===== src/rtl/vga_pkg.sv =====
// vga_pkg: definitions shared by the display-memory writer and the video
// generator's read side.
//   VGA_ADDR_W / VGA_DATA_W : geometry of the 256 x 32-bit display memory
//   wr_state_t              : states of the writer's commit FSM
package vga_pkg;

  localparam int VGA_ADDR_W = 8;
  localparam int VGA_DATA_W = 32;

  typedef enum logic [1:0] {
    IDLE       = 2'd0,
    WAIT_BLANK = 2'd1,
    DRAIN      = 2'd2
  } wr_state_t;

endpackage


===== src/rtl/vga_mem_writer_sync_fifo.sv =====
// sync_fifo: single-clock FIFO with show-ahead read data.
// Ports:
//   clk, rst     clock and synchronous active-high reset
//   clr          clears pointers and count; wins over push and pop
//   push, din    write din at the tail (ignored when full or clr)
//   pop          advance the head (ignored when empty or clr)
//   full, empty  occupancy flags
//   count        occupied entries, 0..DEPTH
//   dout         entry at the head (valid while !empty)
module sync_fifo #(
  parameter int DEPTH = 8,
  parameter int WIDTH = 40
) (
  input  logic                     clk,
  input  logic                     rst,
  input  logic                     clr,
  input  logic                     push,
  input  logic                     pop,
  input  logic [WIDTH-1:0]         din,
  output logic                     full,
  output logic                     empty,
  output logic [$clog2(DEPTH):0]   count,
  output logic [WIDTH-1:0]         dout
);

  localparam int PTR_W = $clog2(DEPTH);
  localparam int CNT_W = PTR_W + 1;
  localparam logic [CNT_W-1:0] DEPTH_C = CNT_W'(DEPTH);

  logic [WIDTH-1:0] mem_q [DEPTH];
  logic [PTR_W-1:0] wr_ptr_q, wr_ptr_d;
  logic [PTR_W-1:0] rd_ptr_q, rd_ptr_d;
  logic [CNT_W-1:0] count_q, count_d;
  logic             push_eff;
  logic             pop_eff;

  // Flags, qualified handshakes and next pointer/count values.
  always_comb begin
    full     = (count_q == DEPTH_C);
    empty    = (count_q == {CNT_W{1'b0}});
    push_eff = push && !full && !clr;
    pop_eff  = pop && !empty && !clr;
    wr_ptr_d = wr_ptr_q;
    rd_ptr_d = rd_ptr_q;
    count_d  = count_q;
    if (clr) begin
      wr_ptr_d = {PTR_W{1'b0}};
      rd_ptr_d = {PTR_W{1'b0}};
      count_d  = {CNT_W{1'b0}};
    end else begin
      // DEPTH is a power of two, so the pointers wrap by plain overflow.
      if (push_eff) begin
        wr_ptr_d = wr_ptr_q + PTR_W'(1);
      end else begin
        wr_ptr_d = wr_ptr_q;
      end
      if (pop_eff) begin
        rd_ptr_d = rd_ptr_q + PTR_W'(1);
      end else begin
        rd_ptr_d = rd_ptr_q;
      end
      case ({push_eff, pop_eff})
        2'b10:   count_d = count_q + CNT_W'(1);
        2'b01:   count_d = count_q - CNT_W'(1);
        default: count_d = count_q;
      endcase
    end
  end

  // Pointer and count registers.
  always_ff @(posedge clk) begin
    if (rst) begin
      wr_ptr_q <= {PTR_W{1'b0}};
      rd_ptr_q <= {PTR_W{1'b0}};
      count_q  <= {CNT_W{1'b0}};
    end else begin
      wr_ptr_q <= wr_ptr_d;
      rd_ptr_q <= rd_ptr_d;
      count_q  <= count_d;
    end
  end

  // Entry storage; contents need no reset because count gates every read.
  always_ff @(posedge clk) begin
    if (push_eff) begin
      mem_q[wr_ptr_q] <= din;
    end
  end

  assign count = count_q;
  assign dout  = mem_q[rd_ptr_q];

endmodule


===== src/rtl/vga_mem_writer.sv =====
// vga_mem_writer: buffers processor stores to the display memory and commits
// them only while the video side is in vertical blanking.
// Ports:
//   clk, rstBtn          clock and synchronous active-high reset
//   wr_valid/wr_ready    store handshake from the core; wr_ready = !full
//   wr_addr, wr_data     display word address and data
//   flush                drop all buffered, uncommitted stores
//   vblank_in            blanking level from the video domain (synchronized here)
//   mem_we/addr/wdata    registered write port of the display RAM
//   fifo_count           buffered entries
//   busy                 FSM not IDLE or entries still buffered
module vga_mem_writer
  import vga_pkg::*;
#(
  parameter int DEPTH  = 8,
  parameter int ADDR_W = VGA_ADDR_W,
  parameter int DATA_W = VGA_DATA_W
) (
  input  logic                     clk,
  input  logic                     rstBtn,
  input  logic                     wr_valid,
  output logic                     wr_ready,
  input  logic [ADDR_W-1:0]        wr_addr,
  input  logic [DATA_W-1:0]        wr_data,
  input  logic                     flush,
  input  logic                     vblank_in,
  output logic                     mem_we,
  output logic [ADDR_W-1:0]        mem_addr,
  output logic [DATA_W-1:0]        mem_wdata,
  output logic [$clog2(DEPTH):0]   fifo_count,
  output logic                     busy
);

  localparam int CNT_W = $clog2(DEPTH) + 1;
  localparam int ENT_W = ADDR_W + DATA_W;

  wr_state_t         state_q, state_d;
  logic              vb_meta_q, vb_meta_d;
  logic              vb_sync_q, vb_sync_d;
  logic              mem_we_q, mem_we_d;
  logic [ADDR_W-1:0] mem_addr_q, mem_addr_d;
  logic [DATA_W-1:0] mem_wdata_q, mem_wdata_d;

  logic              fifo_full_s;
  logic              fifo_empty_s;
  logic [CNT_W-1:0]  fifo_count_s;
  logic [ENT_W-1:0]  fifo_dout_s;
  logic              push_acc_s;
  logic              pop_s;

  sync_fifo #(
    .DEPTH (DEPTH),
    .WIDTH (ENT_W)
  ) u_fifo (
    .clk   (clk),
    .rst   (rstBtn),
    .clr   (flush),
    .push  (wr_valid),
    .pop   (pop_s),
    .din   ({wr_addr, wr_data}),
    .full  (fifo_full_s),
    .empty (fifo_empty_s),
    .count (fifo_count_s),
    .dout  (fifo_dout_s)
  );

  // Next-state logic: synchronizer, commit FSM, pop and output register.
  always_comb begin
    vb_meta_d   = vblank_in;
    vb_sync_d   = vb_meta_q;
    state_d     = state_q;
    pop_s       = 1'b0;
    // A push the FIFO will actually accept this cycle; lets IDLE leave on the
    // push edge itself, which is what gives the 3-cycle store-to-write path.
    push_acc_s  = wr_valid && !fifo_full_s && !flush;
    if (flush) begin
      state_d = IDLE;
    end else begin
      case (state_q)
        IDLE: begin
          if (push_acc_s || !fifo_empty_s) begin
            state_d = WAIT_BLANK;
          end else begin
            state_d = IDLE;
          end
        end
        WAIT_BLANK: begin
          if (vb_sync_q) begin
            state_d = DRAIN;
          end else begin
            state_d = WAIT_BLANK;
          end
        end
        DRAIN: begin
          // Blanking ended: stop without popping; the write registered last
          // cycle is the only one that still reaches the RAM.
          if (!vb_sync_q) begin
            state_d = WAIT_BLANK;
          end else if (fifo_empty_s) begin
            state_d = IDLE;
          end else begin
            pop_s = 1'b1;
            if ((fifo_count_s == CNT_W'(1)) && !push_acc_s) begin
              state_d = IDLE;
            end else begin
              state_d = DRAIN;
            end
          end
        end
        default: begin
          state_d = IDLE;
        end
      endcase
    end
    mem_we_d = pop_s;
    if (pop_s) begin
      mem_addr_d  = fifo_dout_s[ENT_W-1:DATA_W];
      mem_wdata_d = fifo_dout_s[DATA_W-1:0];
    end else begin
      mem_addr_d  = mem_addr_q;
      mem_wdata_d = mem_wdata_q;
    end
  end

  // State, synchronizer and write-port registers.
  always_ff @(posedge clk) begin
    if (rstBtn) begin
      state_q     <= IDLE;
      vb_meta_q   <= 1'b0;
      vb_sync_q   <= 1'b0;
      mem_we_q    <= 1'b0;
      mem_addr_q  <= {ADDR_W{1'b0}};
      mem_wdata_q <= {DATA_W{1'b0}};
    end else begin
      state_q     <= state_d;
      vb_meta_q   <= vb_meta_d;
      vb_sync_q   <= vb_sync_d;
      mem_we_q    <= mem_we_d;
      mem_addr_q  <= mem_addr_d;
      mem_wdata_q <= mem_wdata_d;
    end
  end

  assign wr_ready   = !fifo_full_s;
  assign mem_we     = mem_we_q;
  assign mem_addr   = mem_addr_q;
  assign mem_wdata  = mem_wdata_q;
  assign fifo_count = fifo_count_s;
  assign busy       = (state_q != IDLE) || (fifo_count_s != {CNT_W{1'b0}});

endmodule


===== config.mk =====
export PLATFORM = sky130hd
export DESIGN_NAME = vga_mem_writer
export DESIGN_NICKNAME = d
export VERILOG_FILES = /design/src/rtl/vga_pkg.sv /design/src/rtl/vga_mem_writer_sync_fifo.sv /design/src/rtl/vga_mem_writer.sv
export SDC_FILE = /design/constraint.sdc
export NUM_CORES = 1
export LEC_CHECK = 0
export BUFFER_PORTS_ARGS = -buffer_cell sky130_fd_sc_hd__buf_2
export CAP_MARGIN = 20
export CORE_UTILIZATION = 54
export DETAILED_ROUTE_END_ITERATION = 16
export GPL_TIMING_DRIVEN = 0
export HOLD_SLACK_MARGIN = 0.1
export PLACE_DENSITY = 0.85
export SYNTH_ARGS = -nofsm -noshare
export SYNTH_HDL_FRONTEND = slang
export SYNTH_SLANG_ARGS = --single-unit

===== constraint.sdc =====
create_clock -name clk -period 5.6 [get_ports clk]
set_input_delay 0.84 -clock clk [delete_from_list [all_inputs] [get_ports clk]]
set_output_delay 0.84 -clock clk [all_outputs]
set_load 0.01 [all_outputs]

Word-level counts from Yosys, hierarchy flattened

Memories as Yosys holds them, arrays and structs flattened. A register that Yosys moved wholly into a read port is not among the register bits.
Index checks and enable logic that the tools add are counted.

Output and inout bits: 47
Flip-flop bits (word level): 15
Bits in writable memories: 320
Memories kept: 1
Memory bits (read-only): 0
Latch bits: 0

Memory list:

| memory       | words | width | read ports | clocked after memory_dff | write ports | RTL line                       | source |
|---|---|---|---|---|---|---|---|
| u_fifo.mem_q | 8     | 40    | 1          | 1                        | 1           | vga_mem_writer_sync_fifo.sv:30 | `logic [WIDTH-1:0] mem_q [DEPTH];` |

Shifts and indexed selects: 0
Eq/ne operators: 6
Reductions and logical operators: 17
$add $sub $neg: 4
$lt $le $gt $ge: 0
Bitwise operators: 0
Muxes and demuxes: 13
$mul: 0
Div/mod/pow operators: 0

Operators with widths:

| kind                | count |
|---|---|
| $mux 2              | 4 |
| $pmux 4 s2          | 1 |
| $mux 1              | 7 |
| $add 3x1->3 const B | 2 |
| $pmux 2 s3          | 1 |
| $logic_and 1x1->1   | 5 |
| $add 4x1->4 const B | 1 |
| $eq 2x1->1 const B  | 2 |
| $eq 2x2->1 const B  | 2 |
| $eq 4x1->1 const B  | 1 |
| $eq 4x4->1 const B  | 1 |
| $logic_not 1->1     | 4 |
| $logic_not 4->1     | 1 |
| $reduce_bool 2->1   | 2 |
| $reduce_bool 4->1   | 1 |
| $sub 4x1->4 const B | 1 |
| $logic_not 2->1     | 1 |
| $logic_or 1x1->1    | 2 |
| $reduce_or 2->1     | 1 |

Logic depth before layout (Yosys ltp)

Gate-level depths: netlist of the first run.

Word-level depth: 10
Depth in mapped cells: 11
Depth with buffers taken out: 9

Modules after synthesis

A second synthesis of the first run with hierarchy kept.

Cell total of the unflattened synthesis: 736
Area, all modules: 15054.4 um^2

By module, submodules not included:

| module         | cells each | area an instance (um^2) | sequential area each (um^2) | times used |
|---|---|---|---|---|
| sync_fifo      | 542        | 13022.5                 | 9869.5                      | 1 |
| vga_mem_writer | 194        | 2031.9                  | 900.9                       | 1 |

Worst setup path before layout of the first run

OpenSTA, ideal clock, no wires.

Kind: in2reg
Start: input port wr_valid
End: memory u_fifo.mem_q[0][0], enable pin
Required time: 5.063 ns
Path buffers: 0
Cell stages on the path: 3
Slack: 0.027 ns
Setup time: 0.537 ns
Data arrival time: 5.036 ns
Path through: nor2b_1 -> nand2_1 -> nor4_1

Cells in the longest elaborated chain, start to end: 4

RTL lines:

| element                        | RTL line                       | source |
|---|---|---|
| from (decl)                    | vga_mem_writer.sv:21           | `input logic wr_valid,` |
| $logic_and 1x1->1 (2 in a row) | vga_mem_writer_sync_fifo.sv:41 | `push_eff = push && !full && !clr;` |
| $mux 1                         | vga_mem_writer_sync_fifo.sv:85 | `if (push_eff) begin` |
| $mux 1 (implied by the code)   | vga_mem_writer_sync_fifo.sv:86 | `mem_q[wr_ptr_q] <= din;` |
| to (decl)                      | vga_mem_writer_sync_fifo.sv:30 |  |

No other way between the ends.

Final worst setup path of the first run

Start: register u_fifo.count_q[0] (netlist: u_fifo.count[0])
End: output port busy

Cells in the longest elaborated chain, start to end: 2

RTL lines:

| element                | RTL line                       | source |
|---|---|---|
| from (decl)            | vga_mem_writer_sync_fifo.sv:33 | `logic [CNT_W-1:0] count_q, count_d;` |
| from (signal assigned) | vga_mem_writer_sync_fifo.sv:75 | `count_q <= {CNT_W{1'b0}};` |
| from (signal assigned) | vga_mem_writer_sync_fifo.sv:79 | `count_q <= count_d;` |
| $reduce_bool 4->1      | vga_mem_writer.sv:149          | `assign busy = (state_q != IDLE) \|\| (fifo_count_s != {CNT_W{1'b0}});` |
| $logic_or 1x1->1       | vga_mem_writer.sv:149          |  |
| to (decl)              | vga_mem_writer.sv:31           | `output logic busy` |

No other way between the ends.

==> impl_metrics.json, run 1 <==
{
  "status": "completed",
  "worst_pin_slew_ns": 0.938,
  "multiInputGateArea_sq_um": 3000,
  "finalMaxSlewViolations": 0,
  "endpoint_kind": "output port",
  "netlist_instances": 690,
  "hold_violations": 0,
  "period_minus_slack_ns": 3.04,
  "track_usage_pct": 24.4,
  "vias_per_cell": 6.16,
  "drive_gt1_share_pct": 34.1,
  "cts_tree": "done",
  "placedCellCount": 1138,
  "design.die.area_sq_um": 26400,
  "path_class": "reg2out",
  "whs_ns": 0.464,
  "cp-startpoint": "u_fifo.count[0]",
  "layout.nets": 898,
  "power_density_nw_per_um2": 346,
  "grt_pass1_wl_mm": 46.3,
  "min_from": "vb_meta_q",
  "critical_path_required_ns": 4.76,
  "netlist_area_sq_um": 13900,
  "wl_per_cell_microns": 25.6,
  "vdd_ir_drop_max_uv": 237,
  "period_share_pct": 54.3,
  "dr.pass1.iters": 5,
  "hpwl_mm": 18.8,
  "clk_path_buf_depth": 3,
  "fmax_mhz": 329,
  "synth_area_leader_cell": "edfxtp_1",
  "start_kind": "register",
  "ys_warn_count": 0,
  "cts_hold_buf": 0,
  "p_leak_nw": 5.44,
  "avgSynthCellArea_sq_um": 20.2,
  "arrival_ns": 2.20,
  "yosysTopAreaCellShare_pct": 69.0,
  "r2r-start": "u_fifo.count[0]",
  "ios": 92,
  "synth_cell_types": 38,
  "drt-initial-drc-count": 781,
  "route.detailed.drc": 0,
  "grt_max_degree": 27,
  "cts_buffers": 37,
  "rsz0062_at_grt": "no",
  "finalNonFillerCells": 1207,
  "row_count": 58,
  "coreArea_sq_um": 25300,
  "final_common_cell": "edfxtp_1",
  "path_max_fanout": 7,
  "die_y_microns": 163,
  "htree_levels": 2,
  "cts_resized": 0,
  "globalplace.congestion": 0.758,
  "dieWidth_microns": 163,
  "io_buffer_count": 90,
  "finClkSkew_ns": 0.0245,
  "initial_core_util_pct": 55.2,
  "postCtsSetupRepairBufs": 0,
  "clk_pin_slew_ns": 0.06,
  "antenna_found_initial": 3,
  "ant_nets": 0,
  "num_vias": 7437,
  "finalSetupViolCount": 0,
  "overflow": 0,
  "clk_latency_ns": 0.54,
  "final_cell_mix": "edfxtp_1 (320), buf_2 (100), mux4_2 (80)",
  "synthTopCellsByArea": "edfxtp_1 (69%), mux4_2 (13%), dfxtp_1 (7.9%)",
  "wirelength_mm": 30.9,
  "nFillCells": 1659,
  "synth-seq-area-share_pct": 76.9,
  "slew_headroom_pct": 37.2,
  "grt_pass1_vias": 7622,
  "root_buffer": "clkbuf_16",
  "cts.sinks": 375,
  "hp-class": "reg2reg",
  "maxCapViolCount": 0,
  "layout.area.seq_sq_um": 10700,
  "area_growth_pct": 17.8,
  "ys_ff_latch": 375,
  "syn_nets": 741
}
==> state kept, by name, indices dropped and copies added, names as in the netlist <==
| register | count |
|---|---|
| mem_addr | 8 |
| u_fifo.wr_ptr_q | 3 |
| mem_we | 1 |
| u_fifo.mem_q | 320 |
| vb_meta_q | 1 |
| state_q | 2 |
| mem_wdata | 32 |
| vb_sync_q | 1 |
| u_fifo.rd_ptr_q | 3 |
| u_fifo.count | 4 |
==> cells in the mapped netlist <==
master,n
clkinv_1,1
nor4_2,1
buf_2,10
nand3b_2,1
nor3b_1,1
mux2i_1,12
a21oi_1,25
a221o_1,1
nand3_2,1
or4b_1,1
nand4b_1,1
nor3_1,35
ha_1,6
a211oi_1,2
dfxtp_1,55
or3b_4,1
xnor2_1,2
or3_1,2
nand2_1,5
buf_4,18
mux4_2,80
o311ai_0,1
o21ai_0,1
buf_6,4
edfxtp_1,320
or2_2,1
nor2_1,42
xor2_1,5
nor2b_1,3
nand3b_1,1
o22ai_1,30
nor4_1,1
nand3_1,4
clkbuf_1,5
nand2b_1,5
and2_1,1
inv_1,4
and4bb_2,1
==> critical path, cell delays in order, from the launching register on <==
cell and delay, ns:
dfxtp_1 0.38, inv_1 0.09, ha_1 0.24, or3b_4 0.46
or3_1 0.35, buf_2 0.15
==> layout make-up <==
class | instances | share of cell area, %
flip-flops and latches | 375 | 65.3
multi-input cells | 273 | 18.3
clock buffers | 48 | 6.02
repair buffers | 118 | 4.71
well taps | 330 | 2.52
clock inverters | 20 | 1.53
plain buffers | 37 | 1.52
inverters | 5 | 0.114
diodes | 1 | 0.0153
==> where the power goes <==
| group | total (W) | internal [W] | switching (W) |
|---|---|---|---|
| combinational | 0.000107 | 0.0000377 | 0.0000690 |
| sequential | 0.00305 | 0.00305 | 0.00000766 |
| clock | 0.00251 | 0.00149 | 0.00102 |
| total | 0.00567 | 0.00457 | 0.00110 |
==> worst paths after layout <==
kind | end | slack [ns] | cells past startpoint
worst max-delay path | busy | 2.56 | 5
worst min register to register | vb_sync_q | 0.46 | 1
worst min-delay path | vb_sync_q | 0.46 | 1
worst max register to register | u_fifo.mem_q[4][27] | 2.62 | 7
==> per-stage QoR <==
| stage | worst slack (ns) | instance area (sq um) | TNS [ns] | util (%) | total power, W |
|---|---|---|---|---|---|
| finish | 2.56 | 16400 | 0 | 65.0 | 0.00567 |
| global placement | -3.97 | 14800 | -428.74 | 58.6 | 0.00321 |
| CTS | 2.56 | 16400 | 0 | 65.0 | 0.00570 |
| floorplan | 0.0271 | 13900 | 0 | - | 0.00315 |
| detailed placement | 2.50 | 15200 | 0 | 60.1 | 0.00322 |
| global route | 2.49 | 16400 | 0 | 65.0 | 0.00581 |
==> metal layers <==
layer	wire, microns	GRT usage [%]	vias up
li1	-	-	3131
met1	12100	33.1	3870
met2	15500	39.9	352
met3	2280	4.10	80
met4	1010	9.81	4
met5	23	0	-
==> cell families after synthesis <==
kind of cell,Yosys count,share of synthesized area [%]
buffers and inverters,42,1.92
flip-flops,375,76.9
AO/OA/AOI/OAI,60,2.52
AND/OR/NAND/NOR,108,3.91
XOR/XNOR,7,0.440
multiplexers,92,13.8
adder cells (fa/ha/maj),6,0.539
Power figures use the tool's default switching activity.
==> inputs of run 2 (changes only) <==
==> constraint.sdc (replaced) <==
create_clock -name clk -period 2.6 [get_ports clk]
set_input_delay 0.39 -clock clk [delete_from_list [all_inputs] [get_ports clk]]
set_output_delay 0.39 -clock clk [all_outputs]
set_load 0.01 [all_outputs]
==> run 2 against run 1 <==
  * Sequential power rose by 120%
  * Routed wire length rose by 1.9%
  * Power rose by 110%
  * Critical path depth rose by 6
  * Combinational power rose by 120%
  * Register-to-register slack got worse by 2.5 ns
  * Setup slack got worse by 2.4 ns
  * Non-clock buffer count fell by 2
  * Hold slack got worse by 0.32 ns
  * Critical path type is now reg2reg
  * Largest cell class unchanged
==> impl_metrics.json, run 2 (synthesis gave the netlist of run 1 again) <==
{
  "final_area_sq_um": 16600,
  "dr.pass1.iters": 5,
  "wirelength_mm": 31.5,
  "num_vias": 7413,
  "hpwl_mm": 19.1,
  "period_minus_slack_ns": 2.49,
  "utilization_pct": 65.8,
  "globalplace.congestion": 0.761,
  "final_cell_mix": "edfxtp_1 (320), buf_2 (100), mux4_2 (80)",
  "hold_violations": 0,
  "coreArea_sq_um": 25300,
  "power_density_nw_per_um2": 730,
  "period_share_pct": 95.7,
  "maxCapViolCount": 0,
  "antenna_found_initial": 3,
  "ant_nets": 0,
  "io_buffer_count": 90,
  "critical_path_required_ns": 2.97,
  "setup_ws_ns": 0.111,
  "track_usage_pct": 24.6,
  "hp-class": "in2reg",
  "htree_levels": 2,
  "slew_headroom_pct": 34.4,
  "path_class": "reg2reg",
  "clk_path_buf_depth": 3,
  "area_growth_pct": 19.3,
  "drt-initial-drc-count": 825,
  "top_register": "u_fifo.mem_q",
  "drive_gt1_share_pct": 34.4,
  "power_w": 0.0121,
  "cts.sinks": 375,
  "root_buffer": "clkbuf_16",
  "grt_max_degree": 27,
  "clk_pin_slew_ns": 0.06,
  "pre_cts_slack_ns": -0.0438,
  "largest_reg_flops": 320,
  "layout.nets": 896,
  "status": "completed",
  "wl_per_cell_microns": 26.1,
  "route.detailed.drc": 0,
  "grt_pass1_wl_mm": 46.5,
  "design.die.area_sq_um": 26400,
  "final_common_cell": "edfxtp_1",
  "row_count": 58,
  "overflow": 0,
  "finalMaxSlewViolations": 0,
  "fmax_mhz": 402,
  "dieWidth_microns": 163,
  "p_leak_nw": 5.48,
  "cts_buffers": 37,
  "finClkSkew_ns": 0.0137,
  "finalSetupViolCount": 0,
  "vias_per_cell": 6.14,
  "cts_tree": "done",
  "fin_tns_setup_ns": 0,
  "die_y_microns": 163,
  "arrival_ns": 2.86,
  "clk_latency_ns": 0.52,
  "path_max_fanout": 10,
  "worst_pin_slew_ns": 0.977,
  "start_kind": "register",
  "nFillCells": 1602,
  "place_area_sq_um": 15300,
  "endpoint_kind": "register",
  "vdd_ir_drop_max_uv": 577,
  "grt_pass1_vias": 7705,
  "ios": 92,
  "rsz0062_at_grt": "no",
  "initial_core_util_pct": 55.2
}
==> run 2: changes by cell type in the layout (fill, tap and decap cells not counted), sizes merged <==
cell         before  now
dlygate4sd3       0    1
bufinv            5    3
clkbuf           53   57
clkinv           10   13
clkinvlp          3    0
diode             1    4
buf             150  147
inv               7    5
==> run 2: per-stage QoR <==
stage / instances / hold slack (ns)
4_1_cts: 1198 / 0.123
3_3_place_gp: 1110 / 0.450
3_5_place_dp: 1128 / 0.435
2_1_floorplan: 690 / 0.414
6_report: 1208 / 0.140
5_1_grt: 1206 / 0.135
==> run 2: report_power, final <==
group          switching [W]  leakage (nW)  internal [W]
Combinational       0.000150          1.55     0.0000860
Sequential         0.0000174          3.34       0.00656
Clock                0.00216         0.597       0.00316
==> run 2: routing by layer <==
metal | GRT usage [%] | share of wire [%] | wire length, microns | up-vias
met5 | 0 | 0 | 0 | -
met4 | 8.92 | 2.6 | 821 | 0
met3 | 4.33 | 8.5 | 2690 | 72
met2 | 41.4 | 52 | 16200 | 390
met1 | 32.3 | 37 | 11800 | 3823
li1 | - | - | - | 3128
==> run 2: area by class of cell <==
cell class	count	area, sq um	area share [%]
flip-flops and latches	375	10700	64.5
repair buffers	116	920	5.53
diodes	4	10.0	0.0602
plain buffers	37	249	1.50
clock inverters	16	150	0.904
inverters	5	18.8	0.113
multi-input cells	273	3070	18.5
well taps	330	413	2.48
clock buffers	52	1060	6.41
==> run 2: what timing repair did <==
action,4_1_cts,5_1_grt
resized for setup,1,2
hold buffers,1,0
hold endpoints to repair,1,0
pin swaps,2,5
buffers inserted,1,6
setup endpoints to repair,49,91
==> run 2: path summary, 6_finish.rpt <==
kind | to | cells after the start | slack, ns | from
worst max-delay path | u_fifo.count[3] | 11 | 0.11 | u_fifo.count[0]
worst min register to register | vb_sync_q | 1 | 0.45 | vb_meta_q
worst min-delay path | u_fifo.mem_q[7][15] | 1 | 0.14 | wr_data[15]
worst max register to register | u_fifo.count[3] | 11 | 0.11 | u_fifo.count[0]
==> run 2: critical path, stage by stage (launching register included) <==
cell and delay, ns:
dfxtp_4 0.39, inv_2 0.05, ha_4 0.17, or3b_4 0.29
and2_1 0.15, buf_6 0.13, buf_6 0.17, ha_4 0.17
or4b_1 0.46, a21oi_2 0.17, xnor2_1 0.14, nor2_1 0.06
